[src/rtl/cache_control.sv]
// cache_control: N-way set-associative write-back cache controller.
// Owns tag/valid/dirty/round-robin metadata and sequences hits, dirty-line
// write-backs and line fills. The line data array lives outside this block;
// it is steered through way_sel, data_load and data_src_sel.
//
// Handshakes: the CPU holds mem_read/mem_write (and mem_address) as levels
// until it sees the one-cycle mem_resp pulse, then drops them the next cycle.
// pmem_read/pmem_write are held, with a stable pmem_address, until pmem_resp
// is sampled high; they fall the following cycle. pmem_resp outside
// WRITEBACK/FILL is ignored.
module cache_control #(
  parameter int ADDR_WIDTH  = 16,
  parameter int OFFSET_BITS = 5,
  parameter int INDEX_BITS  = 3,
  parameter int WAYS        = 2
) (
  input  logic                                      clk,
  input  logic                                      rst,
  input  logic [ADDR_WIDTH-1:0]                     mem_address,
  input  logic                                      mem_read,
  input  logic                                      mem_write,
  output logic                                      mem_resp,
  output logic [ADDR_WIDTH-1:0]                     pmem_address,
  output logic                                      pmem_read,
  output logic                                      pmem_write,
  input  logic                                      pmem_resp,
  output logic [((WAYS > 1) ? $clog2(WAYS) : 1)-1:0] way_sel,
  output logic                                      data_load,
  output logic                                      data_src_sel,
  output logic                                      hit,
  output logic [1:0]                                dbg_state_o
);

  localparam int TAG_BITS = ADDR_WIDTH - INDEX_BITS - OFFSET_BITS;
  localparam int WB       = (WAYS > 1) ? $clog2(WAYS) : 1;
  localparam int SETS     = 1 << INDEX_BITS;

  localparam logic [1:0] S_IDLE      = 2'd0;
  localparam logic [1:0] S_CHECK     = 2'd1;
  localparam logic [1:0] S_WRITEBACK = 2'd2;
  localparam logic [1:0] S_FILL      = 2'd3;

  logic [1:0]          state_q, state_d;
  logic [WB-1:0]       victim_q, victim_d;
  logic                vic_rr_q, vic_rr_d;   // victim was chosen by rr

  logic [TAG_BITS-1:0] tag_q   [SETS][WAYS];
  logic [WAYS-1:0]     valid_q [SETS];
  logic [WAYS-1:0]     dirty_q [SETS];
  logic [WB-1:0]       rr_q    [SETS];

  logic [TAG_BITS-1:0]   req_tag;
  logic [INDEX_BITS-1:0] req_idx;
  logic                  unused_offset;

  logic          hit_any, inv_any;
  logic [WB-1:0] hit_way, inv_way, way_int;
  logic          set_dirty, clr_dirty, fill_en;

  assign req_tag       = mem_address[ADDR_WIDTH-1 -: TAG_BITS];
  assign req_idx       = mem_address[OFFSET_BITS +: INDEX_BITS];
  assign unused_offset = ^mem_address[OFFSET_BITS-1:0];

  // Tag lookup: descending scan so the lowest matching / invalid way wins.
  always_comb begin
    hit_any = 1'b0;
    hit_way = '0;
    inv_any = 1'b0;
    inv_way = '0;
    for (int w = WAYS - 1; w >= 0; w--) begin
      if (valid_q[req_idx][w] && (tag_q[req_idx][w] == req_tag)) begin
        hit_any = 1'b1;
        hit_way = WB'(w);
      end
      if (!valid_q[req_idx][w]) begin
        inv_any = 1'b1;
        inv_way = WB'(w);
      end
    end
  end

  // Control FSM: next state, outputs and metadata update strobes.
  always_comb begin
    state_d      = state_q;
    victim_d     = victim_q;
    vic_rr_d     = vic_rr_q;
    mem_resp     = 1'b0;
    pmem_read    = 1'b0;
    pmem_write   = 1'b0;
    pmem_address = '0;
    way_int      = '0;
    data_load    = 1'b0;
    data_src_sel = 1'b0;
    set_dirty    = 1'b0;
    clr_dirty    = 1'b0;
    fill_en      = 1'b0;
    case (state_q)
      S_IDLE: begin
        if (mem_read || mem_write) state_d = S_CHECK;
      end
      S_CHECK: begin
        if (hit_any) begin
          way_int  = hit_way;
          mem_resp = 1'b1;
          // A write wins when both requests are raised.
          if (mem_write) begin
            data_load = 1'b1;
            set_dirty = 1'b1;
          end
          state_d = S_IDLE;
        end else begin
          victim_d = inv_any ? inv_way : rr_q[req_idx];
          vic_rr_d = !inv_any;
          if (valid_q[req_idx][victim_d] && dirty_q[req_idx][victim_d])
            state_d = S_WRITEBACK;
          else
            state_d = S_FILL;
        end
      end
      S_WRITEBACK: begin
        way_int      = victim_q;
        pmem_write   = 1'b1;
        pmem_address = {tag_q[req_idx][victim_q], req_idx, {OFFSET_BITS{1'b0}}};
        if (pmem_resp) begin
          clr_dirty = 1'b1;
          state_d   = S_FILL;
        end
      end
      S_FILL: begin
        way_int      = victim_q;
        pmem_read    = 1'b1;
        pmem_address = {req_tag, req_idx, {OFFSET_BITS{1'b0}}};
        if (pmem_resp) begin
          data_load    = 1'b1;
          data_src_sel = 1'b1;
          fill_en      = 1'b1;
          state_d      = S_CHECK;
        end
      end
      default: state_d = S_IDLE;
    endcase
  end

  assign hit         = (state_q == S_CHECK) && hit_any;
  assign way_sel     = (WAYS == 1) ? '0 : way_int;
  assign dbg_state_o = state_q;

  // FSM state and registered victim choice.
  always_ff @(posedge clk or posedge rst) begin
    if (rst) begin
      state_q  <= S_IDLE;
      victim_q <= '0;
      vic_rr_q <= 1'b0;
    end else begin
      state_q  <= state_d;
      victim_q <= victim_d;
      vic_rr_q <= vic_rr_d;
    end
  end

  // Valid, dirty and round-robin metadata; reset wipes all lines.
  always_ff @(posedge clk or posedge rst) begin
    if (rst) begin
      for (int s = 0; s < SETS; s++) begin
        valid_q[s] <= '0;
        dirty_q[s] <= '0;
        rr_q[s]    <= '0;
      end
    end else begin
      if (set_dirty) dirty_q[req_idx][hit_way]  <= 1'b1;
      if (clr_dirty) dirty_q[req_idx][victim_q] <= 1'b0;
      if (fill_en) begin
        valid_q[req_idx][victim_q] <= 1'b1;
        dirty_q[req_idx][victim_q] <= 1'b0;
        if (vic_rr_q && (WAYS > 1)) rr_q[req_idx] <= rr_q[req_idx] + WB'(1);
      end
    end
  end

  // Tag store; contents are meaningless while the matching valid bit is 0.
  always_ff @(posedge clk) begin
    if (fill_en) tag_q[req_idx][victim_q] <= req_tag;
  end

endmodule
[config.mk]
export PLATFORM = sky130hd
export DESIGN_NAME = cache_control
export DESIGN_NICKNAME = d
export VERILOG_FILES = /design/src/rtl/cache_control.sv
export SDC_FILE = /design/constraint.sdc
export NUM_CORES = 1
export LEC_CHECK = 0
export CAP_MARGIN = 20
export CORE_ASPECT_RATIO = 0.6
export CORE_MARGIN = 4
export CORE_UTILIZATION = 45
export CTS_BUF_LIST = sky130_fd_sc_hd__clkbuf_16
export CTS_CLUSTER_SIZE = 8
export DETAILED_ROUTE_END_ITERATION = 10
export GPL_TIMING_DRIVEN = 0
export PLACE_DENSITY = 0.7
export SLEW_MARGIN = 20
export SYNTH_ARGS = -nofsm -noshare
export SYNTH_HDL_FRONTEND = slang
export SYNTH_SLANG_ARGS = --single-unit
[constraint.sdc]
create_clock -name clk -period 8 [get_ports clk]
set_input_delay 1.2 -clock clk [delete_from_list [all_inputs] [get_ports clk]]
set_output_delay 1.2 -clock clk [all_outputs]
set_load 0.05 [all_outputs]
Yosys cells after proc, flatten, opt, wreduce, memory -nomap -nowiden
Memory sizes are Yosys's and may differ from the RTL's.
Cells that the tools add are included.
Widths: inputs -> output; s select.
{"block": "word_totals", "ff_bits": 44, "mem_bits_rw": 128, "inputBits": 21, "wordCells": 130, "mem_count": 1}
{"name": "tag_q", "depth": 8, "word_bits": 16, "rd": 1, "rd_ports_with_merged_regs": 0, "wr": 1, "line_no": "47", "rtl": "logic [TAG_BITS-1:0] tag_q [SETS][WAYS];"}
{"block": "classes", "addsub": 1, "order_cmp": 9, "eq_ne": 8, "muxes": 61, "n_bitwise": 8, "n_reduce_logical": 15}
{"operator": "$mux 16", "n": 4}
{"operator": "$and 16x16->16", "n": 2}
{"operator": "$mux 8", "n": 4}
{"operator": "$or 16x16->16", "n": 2}
{"operator": "$pmux 16 s2", "n": 1}
{"operator": "$mux 1", "n": 29}
{"operator": "$mux 2", "n": 10}
{"operator": "$eq 8x8->1", "n": 2}
{"operator": "$not 16->16", "n": 1}
{"operator": "$bmux 2 s3", "n": 2}
{"operator": "$demux 2 s3", "n": 2}
{"operator": "$bwmux 8", "n": 1}
{"operator": "$demux 8 s1", "n": 1}
{"operator": "$logic_and 1x1->1", "n": 8}
{"operator": "$pmux 2 s4", "n": 1}
{"operator": "$lt 1x2->1 const B", "n": 3}
{"operator": "$ne 2x2->1 const B", "n": 3}
{"operator": "$eq 2x2->1 const B", "n": 2}
{"operator": "$ge 4x4->1 const B", "n": 1}
{"operator": "$lt 4x1->1 const B", "n": 1}
{"operator": "$not 3->4", "n": 1}
{"operator": "$pmux 1 s2", "n": 2}
{"operator": "$reduce_and 2->1", "n": 2}
{"operator": "$bmux 1 s3", "n": 1}
{"operator": "other kinds (14)", "n": 16}

Logic depth before layout (Yosys ltp)
Gate-level depths: netlist of run 1.
{"block": "logic_depth", "ltp_word": 19, "mapped_depth": 13, "depth_no_buf": 7}

Least setup slack after synthesis of run 1
OpenSTA, ideal clock, no wires.
{"block": "synth_timing", "path_type": "in2out", "from": "input port mem_address[5]", "to": "output port mem_resp", "arrival_ns": 4.241, "required_ns": 6.800, "path_slack_ns": 2.559, "path_stages": 10, "path_buffers": 3, "cell_sequence": "buf_6 -> mux2_4 -> mux4_2 -> or4_1 -> a211oi_1 -> and4_1 -> buf_6 -> nor2_2 -> nor2_1 -> buf_4"}
{"block": "synth_between", "elab_chain_cells": 9, "elab_cells_between_ends": 13, "classes_between": "2 x eq/ne; 7 x mux; 1 x bitwise; 2 x reduce/logical; 1 x memory"}
{"element": "from (decl)", "line_no": "19", "rtl": "input logic [ADDR_WIDTH-1:0] mem_address,"}
{"element": "parallel branches: the longest is 6 deep, another holds $mem_v2 8x16"}
{"element": "$mux 1 *", "line_no": "71", "rtl": "if (valid_q[req_idx][w] && (tag_q[req_idx][w] == req_tag)) begin"}
{"element": "$mux 1 *", "line_no": "102", "rtl": "if (hit_any) begin"}
{"element": "$mux 1 *", "line_no": "97", "rtl": "case (state_q)"}
{"element": "to (decl)", "line_no": "22", "rtl": "output logic mem_resp,"}
Mark *: on every way between the ends. The select of a mux whose other input is x is not followed.

Worst setup path after layout of run 1
{"block": "layout_timing", "from": "input port mem_address[7]", "to": "output port way_sel"}
{"block": "layout_between", "elab_chain_cells": 9, "elab_cells_between_ends": 14, "classes_between": "2 x eq/ne; 8 x mux; 1 x bitwise; 2 x reduce/logical; 1 x memory"}
{"element": "parallel branches: the longest is 7 deep, another holds $mem_v2 8x16"}
{"element": "$mux 1 *", "line_no": "102"}
{"element": "$pmux 1 s2 *", "line_no": "97"}
{"element": "to (decl)", "line_no": "27", "rtl": "output logic [((WAYS > 1) ? $clog2(WAYS) : 1)-1:0] way_sel,"}
Marks and branches as above.

==> impl_metrics.env, run 1 <==
export IMPL_final_cell_count_no_fill=826
export IMPL_clkSlewWorstSetupHoldPaths_ns=0.07
export IMPL_fin_ws_ns=1.03
export IMPL_drt_iter0_drc=670
export IMPL_crit_path_cell_trace="clkdlybuf4s50_1 -> clkbuf_1 -> buf_1 -> mux2i_1 -> nor4b_1 -> and4_1 -> buf_4 -> nand3_1 -> a21oi_1 -> clkdlybuf4s50_1"
export IMPL_synthArstFlopShare=0.256
export IMPL_critPathLaunchType="input pin"
export IMPL_seq_area_sq_um=4940
export IMPL_die_w_um=176
export IMPL_drive_gt1_frac=0.202
export IMPL_status="complete, no violations"
export IMPL_synthTopCellsByCount="edfxtp_1, dfrtp_1, nor2_1"
export IMPL_fin_skew_ns=0.0145
export IMPL_ctsHtreeMaxLevel=4
export IMPL_cp_end_kind="primary output"
export IMPL_peakVddDrop_v=0.000210
export IMPL_vias_per_cell=6.01
export IMPL_hold_class="reg2reg"
export IMPL_path_common_cell="clkdlybuf4s50_1"
export IMPL_p_leak_nw=3.18
export IMPL_postCtsSetupRepairBufs=0
export IMPL_antenna_cells=0
export IMPL_crit_family="buffers and inverters"
export IMPL_cts_hold_buffers=0
export IMPL_nNetsFinal=611
export IMPL_setup_tns_final_ns=0
export IMPL_rsz0062_at_grt="no"
export IMPL_finalWirelength_um=19600
export IMPL_dr_pass1_iters=5
export IMPL_crit_slowest_cell="clkdlybuf4s50_1"
export IMPL_ys_ff_latch=172
export IMPL_core_sq_um=16400
export IMPL_cpPeakStageDelay_ns=0.83
export IMPL_post_route_drc_count=0
export IMPL_rows=36
export IMPL_synth_top_flop_cell="edfxtp_1"
export IMPL_ys_top_cells_by_area="edfxtp_1, dfrtp_1, mux4_2"
export IMPL_power_density_nw_per_um2=269
export IMPL_finalMaxSlewViolations=0
export IMPL_area_delta_synth_final_pct=15.9
export IMPL_numCtsBuffers=17
export IMPL_multiInputGateArea_sq_um=2470
export IMPL_fillers=1351
export IMPL_synth_area_sq_um=7610
export IMPL_finalSetupViolCount=0
export IMPL_synth_edf_count=128
export IMPL_grt_pass1_vias=4858
export IMPL_grt_start_max_net_pins=34
export IMPL_cts_tree="built"
export IMPL_cp_num_buf_inv=5
export IMPL_power_total_w=0.00237
export IMPL_io_buffers=34
export IMPL_yosysTopAreaCell="edfxtp_1"
export IMPL_cts_sink_count=172
export IMPL_cp_arrival_ns=5.77
export IMPL_ys_seq_area_frac=0.650
export IMPL_vias=4962
export IMPL_netlist_area_leader_share=0.505
export IMPL_final_min_clock_period_ns=6.97
export IMPL_worst_pin_slew_ns=1.09
export IMPL_start_util=0.464
export IMPL_worstSkewPairLatency_ns=0.45
export IMPL_crit_type="in2out"
export IMPL_io_pins=46
export IMPL_gp_congestion=0.912
export IMPL_clockBufferDepth=2
export IMPL_hold_ws_ns=0.464
export IMPL_fmax_mhz=144
export IMPL_hold_violations=0
export IMPL_yosysUniqueCellTypes=50
export IMPL_synth_most_common_cell="edfxtp_1"
export IMPL_crit_fanout=10
export IMPL_post_cts_resized=0
export IMPL_cp_required_ns=6.80
export IMPL_yosysWarningCount=0
export IMPL_die_h_um=109
export IMPL_antenna_left=0
export IMPL_place_inst=794
export IMPL_cts_root_buf="clkbuf_16"
export IMPL_post_place_ws_ns=1.13
export IMPL_maxCapViolations=0
export IMPL_post_route_period_util=0.871
export IMPL_relSlewSlack=0.271
export IMPL_wl_per_cell_um=23.8
export IMPL_gr_total_overflow=0
export IMPL_grt_first_pass_wirelength_um=29700
export IMPL_avgSynthCellArea_sq_um=14.4
export IMPL_antenna_found_initial=0
export IMPL_dp_hpwl_um=13300
export IMPL_r2r_slack_ns=5.04
export IMPL_die_area_sq_um=19100
export IMPL_grt_total_usage=0.213
export IMPL_syn_inst=527
==> per-stage QoR <==
stage               utilization  cell area, sq um
floorplan                     -              7630
global placement          0.503              8250
global route              0.538              8820
CTS                       0.538              8820
detailed placement        0.505              8270
finish                    0.538              8820
==> flip-flops by register name (all words and copies together), names as in the netlist <==
signal       count
rr_q             8
dbg_state_o      2
victim_q         1
tag_q          128
dirty_q         16
valid_q         16
vic_rr_q         1
==> cell families after synthesis <==
kind of cell | synth area share
other | 0.000493
flip-flops | 0.650
AO/OA/AOI/OAI | 0.0962
XOR/XNOR | 0.00690
buffers and inverters | 0.0278
multiplexers | 0.129
adder cells (fa/ha/maj) | 0.00822
AND/OR/NAND/NOR | 0.0822
==> layout make-up <==
| type | instances | share of cell area |
|---|---|---|
| Sequential cell | 172 | 0.560 |
| Timing Repair Buffer | 35 | 0.0408 |
| Buffer | 35 | 0.0214 |
| Inverter | 6 | 0.00255 |
| Clock buffer | 18 | 0.0511 |
| Tap cell | 228 | 0.0323 |
| Clock inverter | 14 | 0.0108 |
| Multi-Input combinational cell | 318 | 0.281 |
==> final timing paths <==
kind,start,end,cells after the start
setup reg to reg,tag_q[1][8],victim_q,7
hold / removal,valid_q[6],valid_q[6],1
setup / recovery,mem_address[7],way_sel,10
min in group asynchronous,rst,valid_q[8],2
max in group asynchronous,rst,vic_rr_q,3
hold reg to reg,valid_q[6],valid_q[6],1
==> worst register-to-register path, stage by stage, from the launching register on <==
cell and delay, ns:
edfxtp_1 0.38, mux2_4 0.26, mux4_2 0.51, or4_1 0.52, a211oi_1 0.37, nand4_1 0.25, nand3_1 0.21, mux2_2 0.35
==> placed cells by master, fill, tap and decap left out, drive strengths merged, types with 5 or more instances in the layout <==
cell / Yosys / routed
a21oi: 20 / 20
a22o: 5 / 5
a31oi: 9 / 9
a41oi: 8 / 8
and2: 5 / 5
buf: 24 / 25
clkbuf: 11 / 29
clkdlybuf4s50: 0 / 34
clkinv: 1 / 8
conb: 1 / 5
dfrtp: 44 / 44
edfxtp: 128 / 128
ha: 5 / 5
inv: 5 / 12
mux2: 31 / 31
mux2i: 22 / 22
mux4: 18 / 18
nand2: 19 / 19
nor2: 39 / 39
nor2b: 6 / 6
nor3: 7 / 7
nor4b: 5 / 5
o21ai: 18 / 18
o22ai: 19 / 19
o31ai: 11 / 11
or2: 17 / 17
xnor2: 6 / 6
==> layer usage <==
metal	GRT usage	part of all wire	wire length (um)	up-vias
li1	-	-	-	2156
met1	0.315	0.45	8850	2529
met4	0.0528	0.013	254	0
met5	0	0	0	-
met3	0.0638	0.098	1920	22
met2	0.311	0.44	8610	255
==> power by group <==
| group | internal, W | total [W] | switching (W) |
|---|---|---|---|
| Sequential | 0.00102 | 0.00105 | 0.0000270 |
| Combinational | 0.000197 | 0.000559 | 0.000362 |
| Clock | 0.000415 | 0.000769 | 0.000354 |
| Total | 0.00163 | 0.00237 | 0.000743 |
(Power assumes the default switching activity.)
==> inputs of run 2 (changes only) <==
--- a/config.mk
+++ b/config.mk
@@ -5,6 +5,7 @@
 export SDC_FILE = /design/constraint.sdc
 export NUM_CORES = 1
 export LEC_CHECK = 0
+export ABC_CLOCK_PERIOD_IN_PS = 8000
 export CAP_MARGIN = 20
 export CORE_ASPECT_RATIO = 0.6
 export CORE_MARGIN = 4
==> results of run 2 <==
The final DEF is identical to that of run 1; final timing and power are the same.
